## src/rtl/jtag_host.sv

```systemverilog
// jtag_host: JTAG initiator driving TCK/TMS/TDI and sampling TDO.
// Define JTAG_TDO_FALL_EN to sample TDO on the falling TCK edge.
module jtag_host #(
  parameter int MAX_LEN = 32,
  parameter int CLK_DIV = 4,
  parameter int LW      = $clog2(MAX_LEN + 1)
) (
  input  logic               clk,
  input  logic               rst,
  input  logic               cmd_valid,
  output logic               cmd_ready,
  input  logic [1:0]         cmd_type,
  input  logic [LW-1:0]      cmd_len,
  input  logic [MAX_LEN-1:0] cmd_data,
  output logic               rsp_valid,
  output logic [MAX_LEN-1:0] rsp_data,
  output logic               tck,
  output logic               tms,
  output logic               tdi,
  input  logic               tdo
);

  localparam int SW = (LW > 3) ? LW : 3;
  localparam int DW = (CLK_DIV > 1) ? $clog2(CLK_DIV) : 1;
  localparam logic [1:0] T_RST  = 2'b00;
  localparam logic [1:0] T_IR   = 2'b01;
  localparam logic [1:0] T_IDLE = 2'b11;

  typedef enum logic [2:0] {
    IDLE, RESET_SEQ, NAV_IN, SHIFT,
    NAV_OUT, RUN_IDLE, DONE
  } state_t;

  state_t             state;
  state_t             nxt_state;
  state_t             start_st;
  logic [SW-1:0]      step;
  logic [SW-1:0]      nxt_step;
  logic [SW-1:0]      lenx;
  logic [LW-1:0]      len;
  logic [LW-1:0]      len_c;
  logic [1:0]         typ;
  logic [MAX_LEN-1:0] dat;
  logic [MAX_LEN-1:0] cap;
  logic [MAX_LEN-1:0] cap_in;
  logic [DW-1:0]      div;
  logic               tap_known;
  logic               fin;
  logic               half_end;
  logic               need_rst;
  logic               tms_nxt;

  assign len_c    = (cmd_len > LW'(MAX_LEN)) ?
                    LW'(MAX_LEN) : cmd_len;
  assign lenx     = SW'(len);
  assign half_end = (div == DW'(CLK_DIV - 1));
  assign need_rst = (cmd_type == T_RST) || !tap_known;
  // captured bits enter at the top; first bit ends lowest
  assign cap_in   = MAX_LEN'({tdo, cap} >> 1);

  always_comb begin
    start_st = NAV_IN;
    if (need_rst)
      start_st = RESET_SEQ;
    else if (cmd_type == T_IDLE)
      start_st = RUN_IDLE;
  end

  always_comb begin
    nxt_state = state;
    nxt_step  = step + 1'b1;
    fin       = 1'b0;
    unique case (state)
      RESET_SEQ:
        if (step == SW'(5)) begin
          nxt_step = '0;
          if (typ == T_RST || len == '0)
            fin = 1'b1;
          else if (typ == T_IDLE)
            nxt_state = RUN_IDLE;
          else
            nxt_state = NAV_IN;
        end
      NAV_IN:
        if (step == ((typ == T_IR) ?
                     SW'(3) : SW'(2))) begin
          nxt_state = SHIFT;
          nxt_step  = '0;
        end
      SHIFT:
        if (step == lenx - 1'b1) begin
          nxt_state = NAV_OUT;
          nxt_step  = '0;
        end
      NAV_OUT:
        if (step == SW'(1))
          fin = 1'b1;
      RUN_IDLE:
        if (step == lenx - 1'b1)
          fin = 1'b1;
      default: ;
    endcase
  end

  always_comb begin
    tms_nxt = 1'b0;
    unique case (nxt_state)
      RESET_SEQ: tms_nxt = nxt_step < SW'(5);
      NAV_IN:    tms_nxt = (typ == T_IR) ?
                           (nxt_step < SW'(2)) :
                           (nxt_step == '0);
      SHIFT:     tms_nxt = nxt_step == lenx - 1'b1;
      NAV_OUT:   tms_nxt = nxt_step == '0;
      default:   tms_nxt = 1'b0;
    endcase
  end

  always_ff @(posedge clk) begin
    if (rst) begin
      state     <= IDLE;
      step      <= '0;
      div       <= '0;
      len       <= '0;
      typ       <= T_RST;
      dat       <= '0;
      cap       <= '0;
      tap_known <= 1'b0;
      tck       <= 1'b0;
      tms       <= 1'b1;
      tdi       <= 1'b0;
      cmd_ready <= 1'b1;
      rsp_valid <= 1'b0;
      rsp_data  <= '0;
    end else begin
      rsp_valid <= 1'b0;
      if (cmd_valid && cmd_ready) begin
        typ       <= cmd_type;
        len       <= len_c;
        dat       <= cmd_data;
        cap       <= '0;
        step      <= '0;
        div       <= '0;
        cmd_ready <= 1'b0;
        tck       <= 1'b0;
        tdi       <= 1'b0;
        if (!need_rst && len_c == '0) begin
          state <= DONE;
          tms   <= 1'b0;
        end else begin
          state <= start_st;
          tms   <= (start_st != RUN_IDLE);
        end
      end else if (state == DONE) begin
        state     <= IDLE;
        cmd_ready <= 1'b1;
        rsp_valid <= 1'b1;
        rsp_data  <= '0;
      end else if (state != IDLE) begin
        div <= half_end ? '0 : div + 1'b1;
        if (half_end) begin
          tck <= !tck;
          if (!tck) begin
`ifndef JTAG_TDO_FALL_EN
            if (state == SHIFT)
              cap <= cap_in;
`endif
          end else begin
`ifdef JTAG_TDO_FALL_EN
            if (state == SHIFT)
              cap <= cap_in;
`endif
            if (state == RESET_SEQ &&
                step == SW'(5))
              tap_known <= 1'b1;
            if (fin) begin
              state     <= IDLE;
              cmd_ready <= 1'b1;
              rsp_valid <= 1'b1;
              tms       <= 1'b0;
              tdi       <= 1'b0;
              rsp_data  <= cap >>
                           (MAX_LEN - int'(len));
            end else begin
              state <= nxt_state;
              step  <= nxt_step;
              tms   <= tms_nxt;
              tdi   <= (nxt_state == SHIFT) ?
                       dat[0] : 1'b0;
              if (nxt_state == SHIFT)
                dat <= dat >> 1;
            end
          end
        end
      end
    end
  end

endmodule

```

## config.mk

```make
export PLATFORM = sky130hd
export DESIGN_NAME = jtag_host
export DESIGN_NICKNAME = d
export VERILOG_FILES = /design/src/rtl/jtag_host.sv
export SDC_FILE = /design/constraint.sdc
export NUM_CORES = 1
export LEC_CHECK = 0
export CORE_UTILIZATION = 46
export DETAILED_ROUTE_END_ITERATION = 10
export GPL_TIMING_DRIVEN = 0
export MAX_ROUTING_LAYER = met4
export PLACE_DENSITY = 0.75
export REMOVE_ABC_BUFFERS = 1
export SLEW_MARGIN = 25
export SYNTH_ARGS = -nofsm -noshare
export SYNTH_HDL_FRONTEND = slang
export SYNTH_SLANG_ARGS = --single-unit
```

## constraint.sdc

```tcl
create_clock -name clk -period 3.6 [get_ports clk]
set_input_delay 0.72 -clock clk [delete_from_list [all_inputs] [get_ports clk]]
set_output_delay 0.72 -clock clk [all_outputs]
set_load 0.005 [all_outputs]
```

# Yosys cells after proc, flatten, opt, wreduce, memory -nomap -nowiden
# Cells that the tools add are included.
# Widths: inputs -> output; s select.
[op_classes]
mux = 61
n_lt_le_gt_ge = 3
bitwise_logic = 4
add_sub_neg = 4
reduce_logical = 38
n_shift = 1
eq_ne = 22
[op_table]
columns = ["operator", "count"]
rows = [
  ["$mux 32", 12],
  ["$mux 3", 14],
  ["$shr 32x32->32", 1],
  ["$mux 1", 26],
  ["$mux 6", 4],
  ["$logic_not 6->1", 3],
  ["$pmux 6 s3", 1],
  ["$reduce_bool 2->1", 8],
  ["$reduce_and 5->1", 3],
  ["$reduce_bool 3->1", 5],
  ["$eq 3x2->1 const B", 4],
  ["$eq 3x3->1 const B", 4],
  ["$eq 6x6->1", 2],
  ["$reduce_and 4->1", 3],
  ["$reduce_and 6->1", 2],
  ["$pmux 3 s3", 1],
  ["$sub 6x6->7 const A", 1],
  ["$add 6x1->6 const B", 1],
  ["$eq 2x2->1 const B", 3],
  ["$eq 3x1->1 const B", 2],
  ["$eq 6x1->1 const B", 1],
  ["$eq 6x2->1", 1],
  ["$eq 6x3->1 const B", 1],
  ["$gt 6x6->1 const B", 1],
  ["19 further kinds", 29],
]
[totals]
register_bits = 121
inputBits = 44
output_inout_bits = 37
elab_cells = 147

# Logic depth before layout (Yosys ltp)
# Gate-level depths: netlist of the first run.
[logic_depth]
depth_word = 14
depth_mapped = 15
depth_no_buf = 10

# Worst setup path before layout of the first run
# No wires, ideal clock.
[synth_path]
path_type = "reg2reg"
from = "reg len[0]"
to = "reg dat[22]"
arrival_ns = 3.092
setup_ns = 0.157
setup_slack_ns = 0.351
n_path_buf = 5
path_stages_with_launch = 16
path_cell_list = "dfxtp_1 -> buf_6 -> buf_2 -> inv_1 -> ha_1 -> or4b_1 -> buf_2 -> o21ai_0 -> nor4_1 -> o22a_1 -> nand2_1 -> or3_1 -> buf_4 -> buf_6 -> nand2_1 -> a311oi_2"
[synth_between]
elab_chain_cells = 8
word_cells_on_any_way = 16
cone_classes = "add/sub: 1; eq/ne: 3; mux: 8; reduce/logical: 4"
[synth_lines]
columns = ["item", "line", "text"]
rows = [
  ["start: declaration", "40", "logic [LW-1:0] len;"],
  ["start signal: assignment", "138", "len <= len_c;"],
  ["parallel branches: the longest is 7 deep, another holds $sub 6x1->6", "--", ""],
  ["$reduce_and 6->1 (no line) (*)", "--", ""],
  ["end signal: assignment", "139", "dat <= cmd_data;"],
  ["end signal: assignment", "190", "dat <= dat >> 1;"],
  ["end: declaration", "43", "logic [MAX_LEN-1:0] dat;"],
]
# Mark *: on every way between the ends.
# A chain may end at the register's enable or synchronous reset.

# Worst setup path in the final report of the first run
[layout_path]
from = "reg len[0]"
to = "reg dat[7]"
# Same word-level chain as after synthesis.

==> summary.txt, run 1 <==
Critical path
  • Crit Path Max Fanout: 20
  • Critical R2R Launch: len[0]
  • Critical path's slowest cell: dfxtp_4
  • R2r worst-path depth: 11
  • WP data required: a little under 4 ns
  • Crit path cell chain: clkinvlp_4 -> ha_1 -> or4b_1 -> o21ai_0 -> nor4_2 -> o22a_1 -> nand2_1 -> nor3_4 -> buf_6 -> nand2_1 -> a311oi_2
  • Max stage delay on crit path: roughly 0.5 ns
  • CP arrival: around 3.8 ns
  • CP Class: reg2reg
  • Family with the most delay on the worst path: simple AND/OR/NAND/NOR gates
  • CP Buf/Inv Count: 2
  • R2r endpoint: dat[7]
  • Reg2Reg Setup Slack: about 0.16 ns
  • Most used cell, CP: nand2_1
  • Crit. End Element: flop
  • Crit path launch type: flop

Logic synthesis
  • Mapped Area: just over 7000 um^2
  • Post-synth top cells: nand2_1, dfxtp_1, nor2_1
  • Number of synthesized flops with an enable pin: 0
  • Seq/Total Area, Yosys: 0.3378
  • Count of state elements after synthesis: ~120
  • Synth area leaders: dfxtp_1, nand2_1, mux4_2
  • Area leader, netlist: dfxtp_1
  • Yosys cell types: 64
  • Synth async-reset ratio: 0
  • Syn Inst Count: ~900
  • Top FF cell, synth: dfxtp_1
  • Post-synth top area share: 0.3378
  • Most frequent cell after synthesis: nand2_1
  • Yosys warns: 0
  • Synthesized area per cell: just over 8 um^2

Floorplan
  • Die Ht: ~130 um
  • Rows: 45
  • Core area: 15200 um^2
  • Width of the chip: about 130 um
  • Starting Density: 0.4718
  • IO Count: between 80 and 90
  • Full die area: 16090 um^2

Clock network
  • CTS tree: yes
  • CTS sink count: between 100 and 150
  • Clock Latency Late Sink: 0.43 ns
  • Root buf cell: clkbuf_16
  • Clock-pin slew on the worst setup and hold paths: around 0.050 ns
  • CTS buffer count: 17
  • CTS H-tree lvls: 4
  • CTS Buffer Depth: 2

Power
  • Switching Share: 0.2525
  • Worst vdd ir: ~0.00034 V
  • Leakage power total: roughly 3 nW
  • P_int: 2.769 mW
  • Sequential power share: 0.383
  • Part of the power in the clock network: 0.480
  • Sw Pwr: 0.9353 mW
  • P per Cell Area: ~420 nW/um^2
  • Comb power frac: 0.137

Layout
  • Area Overhead vs Synth: 23.92%
  • Core Util, Final: 0.5846
  • Share of cells above drive strength 1: 0.1483
  • N_diodes: 0
  • Final instance area: between 8000 and 9000 um^2
  • Nets: 980

Job
  • Max-Cap Viols: 0

Timing
  • Final setup skew: a little under 0.01 ns
  • Hold Fails Final Rpt: 0
  • Final setup violation count: 0
  • Max Fclk: 290.4 MHz
  • Max-slew headroom at the worst pin: 0.4789
  • RSZ-0062 raised after global routing: no
  • Worst-Margin Slew: approximately 0.78 ns
  • Max-slew violations: 0
  • Post-route minimum period: about 3.4 ns
  • Final Cycle Share: 0.9565

Placed design
  • Area of placed instances: between 8000 and 9000 um^2
  • Placed wire-length estimate: 12.47 mm
  • RD Place Congestion: about 0.96
  • Port Buffers: 80

Global route
  • Initial antenna violation count: 0
  • Grt ovf: 0
  • Total GRT Usage: 0.2434
  • Global-route wire length before repair: between 30 and 40 mm
  • Number of global-route vias before repair: 6268
  • Largest net degree at the start of global routing: 57

Min path
  • WHS Endpoint: rsp_data[23]
  • Hold path start: rsp_data[23]
  • Hold Crit Depth: 2
  • Worst min path class: reg2reg

Routing
  • DRT Pass-1 Iters: 5
  • Via Count: around 6.7k
  • WL final: about 19 mm
  • DR WL/cell: roughly 17 um
  • Starting DRT DRC Count: approximately 590
  • Antenna Nets Post-Route: 0
  • Vias per Instance: 5.904
  • DR DRC count: 0

Run status
  • Status: finished clean
==> cells by family (layout without fill, tap and decap cells) <==
| kind of cell | Yosys count | count (layout) | synth area share |
|---|---|---|---|
| compound gates | 215 | 215 | 0.2273 |
| xor+xnor | 26 | 26 | 0.03175 |
| fa+ha+maj | 6 | 6 | 0.01012 |
| buf+inv | 78 | 140 | 0.04867 |
| flops | 121 | 121 | 0.3378 |
| mux | 44 | 44 | 0.1007 |
| simple gates | 391 | 392 | 0.2437 |
==> layer usage <==
metal | share of wire | GRT usage
met1 | 0.44 | 0.2987
met2 | 0.47 | 0.3895
met3 | 0.051 | 0.05019
met4 | 0.036 | 0.1015
met5 | 0 | -
==> repair_timing <==
action	in CTS	in global routing
gates cloned	0	1
gates resized for setup	8	5
pin swaps	2	1
buffers inserted	4	2
hold buffers	0	0
endpoints found under the setup margin	71	47
==> cells in the final DEF, fill, tap and decap left out, drive strengths merged, types with 5 or more instances in the layout <==
cell	synthesis	final
a211oi	9	9
a21oi	69	69
a22o	14	14
a311oi	31	31
a31oi	9	9
and2	10	10
buf	24	21
clkbuf	46	25
clkdlybuf4s50	0	79
dfxtp	121	121
ha	5	5
inv	8	7
mux2	5	5
mux2i	17	17
mux4	22	22
nand2	207	207
nand2b	7	7
nand3	32	32
nand3b	9	9
nor2	84	84
nor3	14	14
o211ai	6	6
o21ai	44	44
o22ai	5	5
o31ai	7	7
xnor2	13	13
xor2	13	13
==> power groups by stage <==
stage / Combinational (mW) / Sequential, mW / Clock [mW]
2_1_floorplan: 0.314 / 1.44 / 0
3_3_place_gp: 0.451 / 1.45 / 0
3_5_place_dp: 0.482 / 1.45 / 0
4_1_cts: 0.497 / 1.42 / 1.79
5_1_grt: 0.549 / 1.43 / 1.85
6_report: 0.506 / 1.42 / 1.78
==> state kept, by name, indices dropped and copies added, names as in the netlist, 2 cells and up <==
register,flops
cap,32
div,2
len,6
dat,32
step,6
typ,2
state,3
rsp_data,32
==> area by class of cell <==
| class | instances | area (um^2) |
|---|---|---|
| multi-input cells | 683 | 4548 |
| repair buffers | 100 | 1026 |
| well taps | 188 | 235.2 |
| clock inverters | 7 | 112.6 |
| clock buffers | 25 | 505.5 |
| fillers | 1300 | 6315 |
| inverters | 8 | 33.78 |
| flip-flops and latches | 121 | 2426 |
==> how the worst max path moves through the flow <==
stage | to | startpoint | slack [ns] | cells after the start
global placement | rsp_data[31] | cmd_valid | -4.79 | 8
global route | dat[7] | len[0] | 0.02 | 11
detailed placement | rsp_data[31] | len[0] | -0.80 | 11
finish | dat[7] | len[0] | 0.16 | 11
CTS | rsp_data[31] | len[0] | 0.008 | 11
floorplan | rsp_data[31] | cmd_valid | -1.93 | 7
==> worst register-to-register path: stages (launching register included) <==
cell and delay, ns:
dfxtp_4 0.50, clkinvlp_4 0.21, ha_1 0.32, or4b_1 0.38
o21ai_0 0.16, nor4_2 0.31, o22a_1 0.32, nand2_1 0.27
nor3_4 0.30, buf_6 0.24, nand2_1 0.10, a311oi_2 0.25
==> per-stage QoR <==
step | std cells | hold slack (ns) | setup TNS (ns) | worst slack, ns | power, mW
floorplan | 811 | 0.4357 | -124.28 | -1.926 | 1.754
global placement | 1079 | 0.4344 | -335.62 | -4.794 | 1.901
detailed placement | 1093 | 0.4432 | -35.31 | -0.7996 | 1.929
CTS | 1129 | 0.4550 | 0 | 0.008171 | 3.703
global route | 1132 | 0.4729 | 0 | 0.01547 | 3.828
finish | 1132 | 0.4454 | 0 | 0.1567 | 3.705
Note: power is estimated with default switching activity, not from simulation.
==> inputs of run 2 (changes only) <==
--- a/config.mk
+++ b/config.mk
@@ -5,11 +5,12 @@
 export SDC_FILE = /design/constraint.sdc
 export NUM_CORES = 1
 export LEC_CHECK = 0
-export CORE_UTILIZATION = 46
+export CORE_UTILIZATION = 45
 export DETAILED_ROUTE_END_ITERATION = 10
 export GPL_TIMING_DRIVEN = 0
 export MAX_ROUTING_LAYER = met4
-export PLACE_DENSITY = 0.75
+export PLACE_DENSITY = 0.74
+export RECOVER_POWER = 25
 export REMOVE_ABC_BUFFERS = 1
 export SLEW_MARGIN = 25
 export SYNTH_ARGS = -nofsm -noshare
==> run 2 against run 1 <==
Effect of this change: critical path depth is 1 higher; wire length is 2.3% lower; core utilization is 0.56 points lower; sequential share of layout area hardly changed; clock skew is 0.0031 ns lower; first-iteration DRC count is 0.34% higher; sequential cell count stayed put; sequential power hardly changed; non-clock buffer count stayed put; die area is 2.2% higher; critical path type unchanged; critical endpoint is now dat[18]; largest power group unchanged; highest routed layer unchanged.
==> summary.txt, run 2 (synthesis results as in run 1) <==
Timing
  • Max Fclk: 298.2 MHz
  • PnR worst setup slack: 0.2460 ns
  • Hold Fails Final Rpt: 0
  • Final setup violation count: 0
  • Final setup skew: around 0.0066 ns
  • Post-route minimum period: 3.354 ns
  • Max-slew violations: 0
  • RSZ-0062 raised after global routing: no
  • Worst-Margin Slew: around 0.74 ns
  • Final setup TNS: 0 ns
  • Final Cycle Share: 0.9317
  • Hold Slack: 0.4406 ns
  • Max-slew headroom at the worst pin: 0.5073

Min path
  • Worst min path class: reg2reg
  • Hold Crit Depth: 2
  • Hold path start: rsp_data[23]
  • WHS Endpoint: rsp_data[23]

Floorplan
  • Rows: 45
  • Starting Density: 0.4666
  • Core area: 15370 um^2
  • Die Ht: between 100 and 150 um
  • Width of the chip: 128.2 um
  • Full die area: between 15000 and 20000 um^2
  • IO Count: between 80 and 90

Routing
  • Vias per Instance: roughly 5.7
  • DR WL/cell: about 16 um
  • WL final: roughly 18 mm
  • Antenna Nets Post-Route: 0
  • DRT Pass-1 Iters: 5
  • Via Count: ~6.6k
  • DR DRC count: 0
  • Starting DRT DRC Count: 588

Clock network
  • CTS Buffer Depth: 2
  • Clock-pin slew on the worst setup and hold paths: around 0.05 ns
  • CTS H-tree lvls: 4
  • CTS tree: yes
  • Root buf cell: clkbuf_16
  • Clock Latency Late Sink: ~0.42 ns
  • CTS buffer count: 17
  • CTS sink count: roughly 120

Power
  • Sequential power share: 0.394
  • P_int: about 2.7 mW
  • Leakage power total: ~3.1 nW
  • Switching Share: 0.2589
  • P per Cell Area: ~400 nW/um^2
  • Worst vdd ir: between 0.0004 and 0.0005 V
  • Sw Pwr: 0.9322 mW
  • Comb power frac: 0.142
  • Part of the power in the clock network: 0.464

Global route
  • Total GRT Usage: 0.2388
  • Number of global-route vias before repair: about 6.2k
  • Global-route wire length before repair: around 30 mm
  • Largest net degree at the start of global routing: 52
  • Grt ovf: 0
  • Initial antenna violation count: 0

Run status
  • Status: finished clean

Layout
  • Area Overhead vs Synth: 24.09%
  • Multi-input logic area: about 4600 um^2
  • Reg area: ~2400 um^2
  • Share of cells above drive strength 1: 0.1472
  • Nets: between 900 and 1k
  • Commonest non-fill, non-tap cell in the layout: nand2_1
  • Fill count: around 1.4k
  • Regs by FF count: cap (32), dat (32), rsp_data (32)
  • N_diodes: 0
  • Most frequent cells in the layout: nand2_1, dfxtp_1, nor2_1

Critical path
  • WP data required: between 3 and 4 ns
  • CP Class: reg2reg
  • Crit Path Max Fanout: 19
  • Reg2Reg Setup Slack: approximately 0.25 ns
  • Crit path launch type: flop
  • R2r endpoint: dat[18]
  • Critical R2R Launch: len[0]
  • CP arrival: approximately 3.7 ns
  • R2r worst-path depth: 12
  • Crit. End Element: flop

Placed design
  • RD Place Congestion: around 0.94
  • Port Buffers: 80
  • Pre-CTS WS: -0.9725 ns
  • Placed wire-length estimate: between 10 and 15 mm

Job
  • Max-Cap Viols: 0
-- run 2: cell types whose count changed in the layout (fill, tap and decap cells not counted), moves of 2 or more --
cell             before  now
clkbuf_1              3    5
clkbuf_8              5    3
clkdlybuf4s50_1      79   50
dlygate4sd3_1         0   29
-- run 2: final cells by class --
type / instances / area share
well taps: 211 / 0.02966
multi-input cells: 683 / 0.5115
flip-flops and latches: 121 / 0.2726
clock inverters: 7 / 0.01026
clock buffers: 25 / 0.05455
repair buffers: 100 / 0.1177
inverters: 8 / 0.003796
-- run 2: how the worst max path moves through the flow --
stage / startpoint / to
6_report: len[0] / dat[18]
5_1_grt: len[0] / dat[18]
4_1_cts: len[0] / dat[18]
3_5_place_dp: len[0] / rsp_data[31]
3_3_place_gp: cmd_valid / rsp_data[31]
2_1_floorplan: cmd_valid / rsp_data[31]
-- run 2: stage by stage --
stage          instance area (um^2)  cells    util  power (mW)
4_1_cts                        8843   1151  0.5753       3.603
6_report                       8900   1155  0.5790       3.600
3_5_place_dp                   8197   1117  0.5333       1.932
5_1_grt                        8900   1155  0.5790       3.734
3_3_place_gp                   7918   1102  0.5151       1.902
2_1_floorplan                  6853    811       -       1.754
-- run 2: worst max-delay path: stages (launching register included) --
cell	delay (ns)
dfxtp_4	0.42
clkinvlp_4	0.16
ha_1	0.31
or4b_4	0.58
nor2_1	0.12
o31ai_1	0.13
a31oi_2	0.29
nand2_1	0.26
nor3_4	0.22
buf_6	0.21
buf_6	0.18
nand2_1	0.08
a311oi_2	0.26
-- run 2: what timing repair did --
action / CTS / global route
hold endpoints to repair: 0 / 0
pin swaps: 1 / 1
gates cloned: 0 / 1
endpoints found under the setup margin: 76 / 62
hold buffers: 0 / 0
gates resized for setup: 10 / 4
setup buffers: 2 / 3
-- run 2: per-layer routing --
layer / vias to the layer above / routed length (um) / global-route usage / share of wire
met4: 0 / 334 / 0.07266 / 0.018
met1: 3117 / 8395 / 0.3115 / 0.46
met3: 28 / 920 / 0.05175 / 0.050
met5: - / 0 / - / 0
li1: 3243 / - / - / -
met2: 211 / 8745 / 0.3695 / 0.48
-- run 2: power by group through the flow --
stage / clock network, mW / registers, mW / logic (mW)
finish: 1.67 / 1.42 / 0.512
global route: 1.75 / 1.43 / 0.558
CTS: 1.68 / 1.42 / 0.499
detailed placement: 0 / 1.45 / 0.485
global placement: 0 / 1.45 / 0.453
floorplan: 0 / 1.44 / 0.314
==> inputs of run 3 (changes only) <==
--- a/config.mk
+++ b/config.mk
@@ -6,10 +6,12 @@
 export NUM_CORES = 1
 export LEC_CHECK = 0
 export CORE_UTILIZATION = 45
+export CTS_CLUSTER_SIZE = 16
 export DETAILED_ROUTE_END_ITERATION = 10
+export DONT_BUFFER_PORTS = 1
 export GPL_TIMING_DRIVEN = 0
 export MAX_ROUTING_LAYER = met4
-export PLACE_DENSITY = 0.74
+export PLACE_DENSITY = 0.57
 export RECOVER_POWER = 25
 export REMOVE_ABC_BUFFERS = 1
 export SLEW_MARGIN = 25
==> run 3 against run 2 <==
Effect of this change: first-iteration DRC count fell by 12%; total power is 3.5% lower; die area did not move; worst hold slack worse by 0.081 ns; sequential power barely moved.
==> summary.txt, run 3 (synthesis results as in run 1) <==
Run status
  • Status: finished clean

Min path
  • Hold path start: rst
  • Hold Crit Depth: 1
  • Worst min path class: in2reg
  • WHS Endpoint: dat[8]

Placed design
  • Port Buffers: 0
  • Placed wire-length estimate: ~13 mm
  • Pre-CTS WS: -0.9821 ns
  • Area of placed instances: about 7400 um^2
  • RD Place Congestion: 0.8994

Critical path
  • Reg2Reg Setup Slack: about 0.33 ns
  • Family with the most delay on the worst path: simple AND/OR/NAND/NOR gates
  • Crit. End Element: flop
  • WP data required: approximately 4 ns
  • R2r endpoint: dat[22]
  • CP Buf/Inv Count: 3
  • Critical R2R Launch: len[1]
  • R2r worst-path depth: 12
  • Critical path's slowest cell: or4b_4
  • Crit path cell chain: inv_1 -> ha_1 -> or4b_4 -> nor2_1 -> o31ai_1 -> a31oi_1 -> nand2_1 -> nor3_4 -> buf_6 -> buf_6 -> nand2_1 -> a311oi_2
  • Crit Path Max Fanout: 19
  • CP arrival: 3.60 ns
  • CP Class: reg2reg
  • Max stage delay on crit path: between 0.5 and 0.6 ns
  • Crit path launch type: flop

Routing
  • DR DRC count: 0
  • DR WL/cell: approximately 17 um
  • WL final: around 19 mm
  • Vias per Instance: a little under 6
  • Via Count: about 6.3k
  • DRT Pass-1 Iters: 5
  • Antenna Nets Post-Route: 0
  • Starting DRT DRC Count: 520

Clock network
  • CTS sink count: approximately 120
  • Clock Latency Late Sink: around 0.42 ns
  • CTS tree: yes
  • Root buf cell: clkbuf_16
  • CTS buffer count: 17
  • Clock-pin slew on the worst setup and hold paths: about 0.060 ns
  • CTS H-tree lvls: 4
  • Hold-fix buffers, CTS: 0
  • CTS Buffer Depth: 2

Floorplan
  • Core area: approximately 15000 um^2
  • Die Ht: about 130 um
  • IO Count: 81
  • Starting Density: 0.4666
  • Width of the chip: about 130 um
  • Rows: 45
  • Full die area: between 15000 and 20000 um^2

Timing
  • Post-route minimum period: ~3.3 ns
  • Worst-Margin Slew: between 0.7 and 0.8 ns
  • Final setup violation count: 0
  • Hold Fails Final Rpt: 0
  • Max-slew headroom at the worst pin: 0.5035
  • Max-slew violations: 0
  • Hold Slack: around 0.36 ns
  • Max Fclk: roughly 310 MHz
  • Final Cycle Share: 0.9096
  • RSZ-0062 raised after global routing: no
  • Final setup TNS: 0 ns
  • PnR worst setup slack: 0.3255 ns
  • Final setup skew: 0.008210 ns

Global route
  • Initial antenna violation count: 0
  • Number of global-route vias before repair: 6201
  • Total GRT Usage: 0.2460
  • Global-route wire length before repair: between 30 and 40 mm
  • Largest net degree at the start of global routing: 61
  • Grt ovf: 0

Layout
  • Fill count: approximately 1.5k
  • Most frequent cells in the layout: nand2_1, dfxtp_1, nor2_1
  • Reg area: 2426 um^2
  • Regs by FF count: cap (32), dat (32), rsp_data (32)
  • Multi-input logic area: 4521 um^2
  • N_diodes: 0
  • Final instance area: roughly 8100 um^2
  • Share of cells above drive strength 1: 0.1690
  • Commonest non-fill, non-tap cell in the layout: nand2_1
  • Area Overhead vs Synth: 12.61%
  • Nets: between 900 and 1k

Power
  • Leakage power total: 2.704 nW
  • Tot Pwr: 3.475 mW
  • P per Cell Area: approximately 430 nW/um^2
  • Worst vdd ir: between 0.0003 and 0.0004 V

Job
  • Max-Cap Viols: 0
[run 3: cell count changes in the layout (fill, tap and decap cells not counted), moves of 2 or more]
cell and delta:
clkinv_2 +3, clkdlybuf4s50_1 -50, buf_4 +6, dlygate4sd3_1 -29, clkinvlp_4 +2, clkbuf_1 -4
[run 3: cell type report]
class / count / share of cell area
multi-input cells: 682 / 0.5597
flip-flops and latches: 121 / 0.3004
clock buffers: 20 / 0.05655
repair buffers: 27 / 0.03408
well taps: 211 / 0.03269
clock inverters: 12 / 0.01239
inverters: 8 / 0.004183
[run 3: stage by stage]
step / instances / utilization
floorplan: 811 / -
global placement: 1022 / 0.4630
detailed placement: 1037 / 0.4791
CTS: 1073 / 0.5214
global route: 1081 / 0.5254
finish: 1081 / 0.5254
[run 3: worst max path at each step]
stage                   endpoint  slack [ns]  depth (start not counted)       from
floorplan           rsp_data[31]       -1.93                          7  cmd_valid
global placement    rsp_data[31]       -4.23                          7  cmd_valid
detailed placement  rsp_data[31]       -0.98                         11     len[0]
CTS                 rsp_data[31]         0.1                         11     len[0]
global route             dat[22]        0.06                         12     len[1]
finish                   dat[22]        0.33                         12     len[1]
[run 3: worst reg2reg max path: cells and delay by family, from the launching register on]
family,cells,cell delay (ns)
buffers and inverters,3,0.57
and+or+nand+nor,5,1.22
DFF,1,0.36
adders and majority gates,1,0.30
AOI/OAI and AO/OA,3,0.73
[run 3: report_power, final]
part           switching (mW)  total, mW  internal, mW
clock                   0.629       1.61         0.979
combinational           0.273      0.447         0.174
sequential             0.0393       1.42          1.38
[run 3: metal layers]
metal,part of all wire,global-route usage,vias up,wire length (um)
met5,0,-,-,0
met4,0.017,0.07612,0,324
met3,0.042,0.05843,29,786
met2,0.49,0.4038,162,9286
met1,0.45,0.2978,3055,8458
li1,-,-,3094,-
[run 3: repair_timing]
| item | CTS | global route |
|---|---|---|
| setup buffers | 4 | 8 |
| resized for setup | 11 | 1 |
| pin swaps | 1 | 1 |
| endpoints found under the setup margin | 73 | 28 |
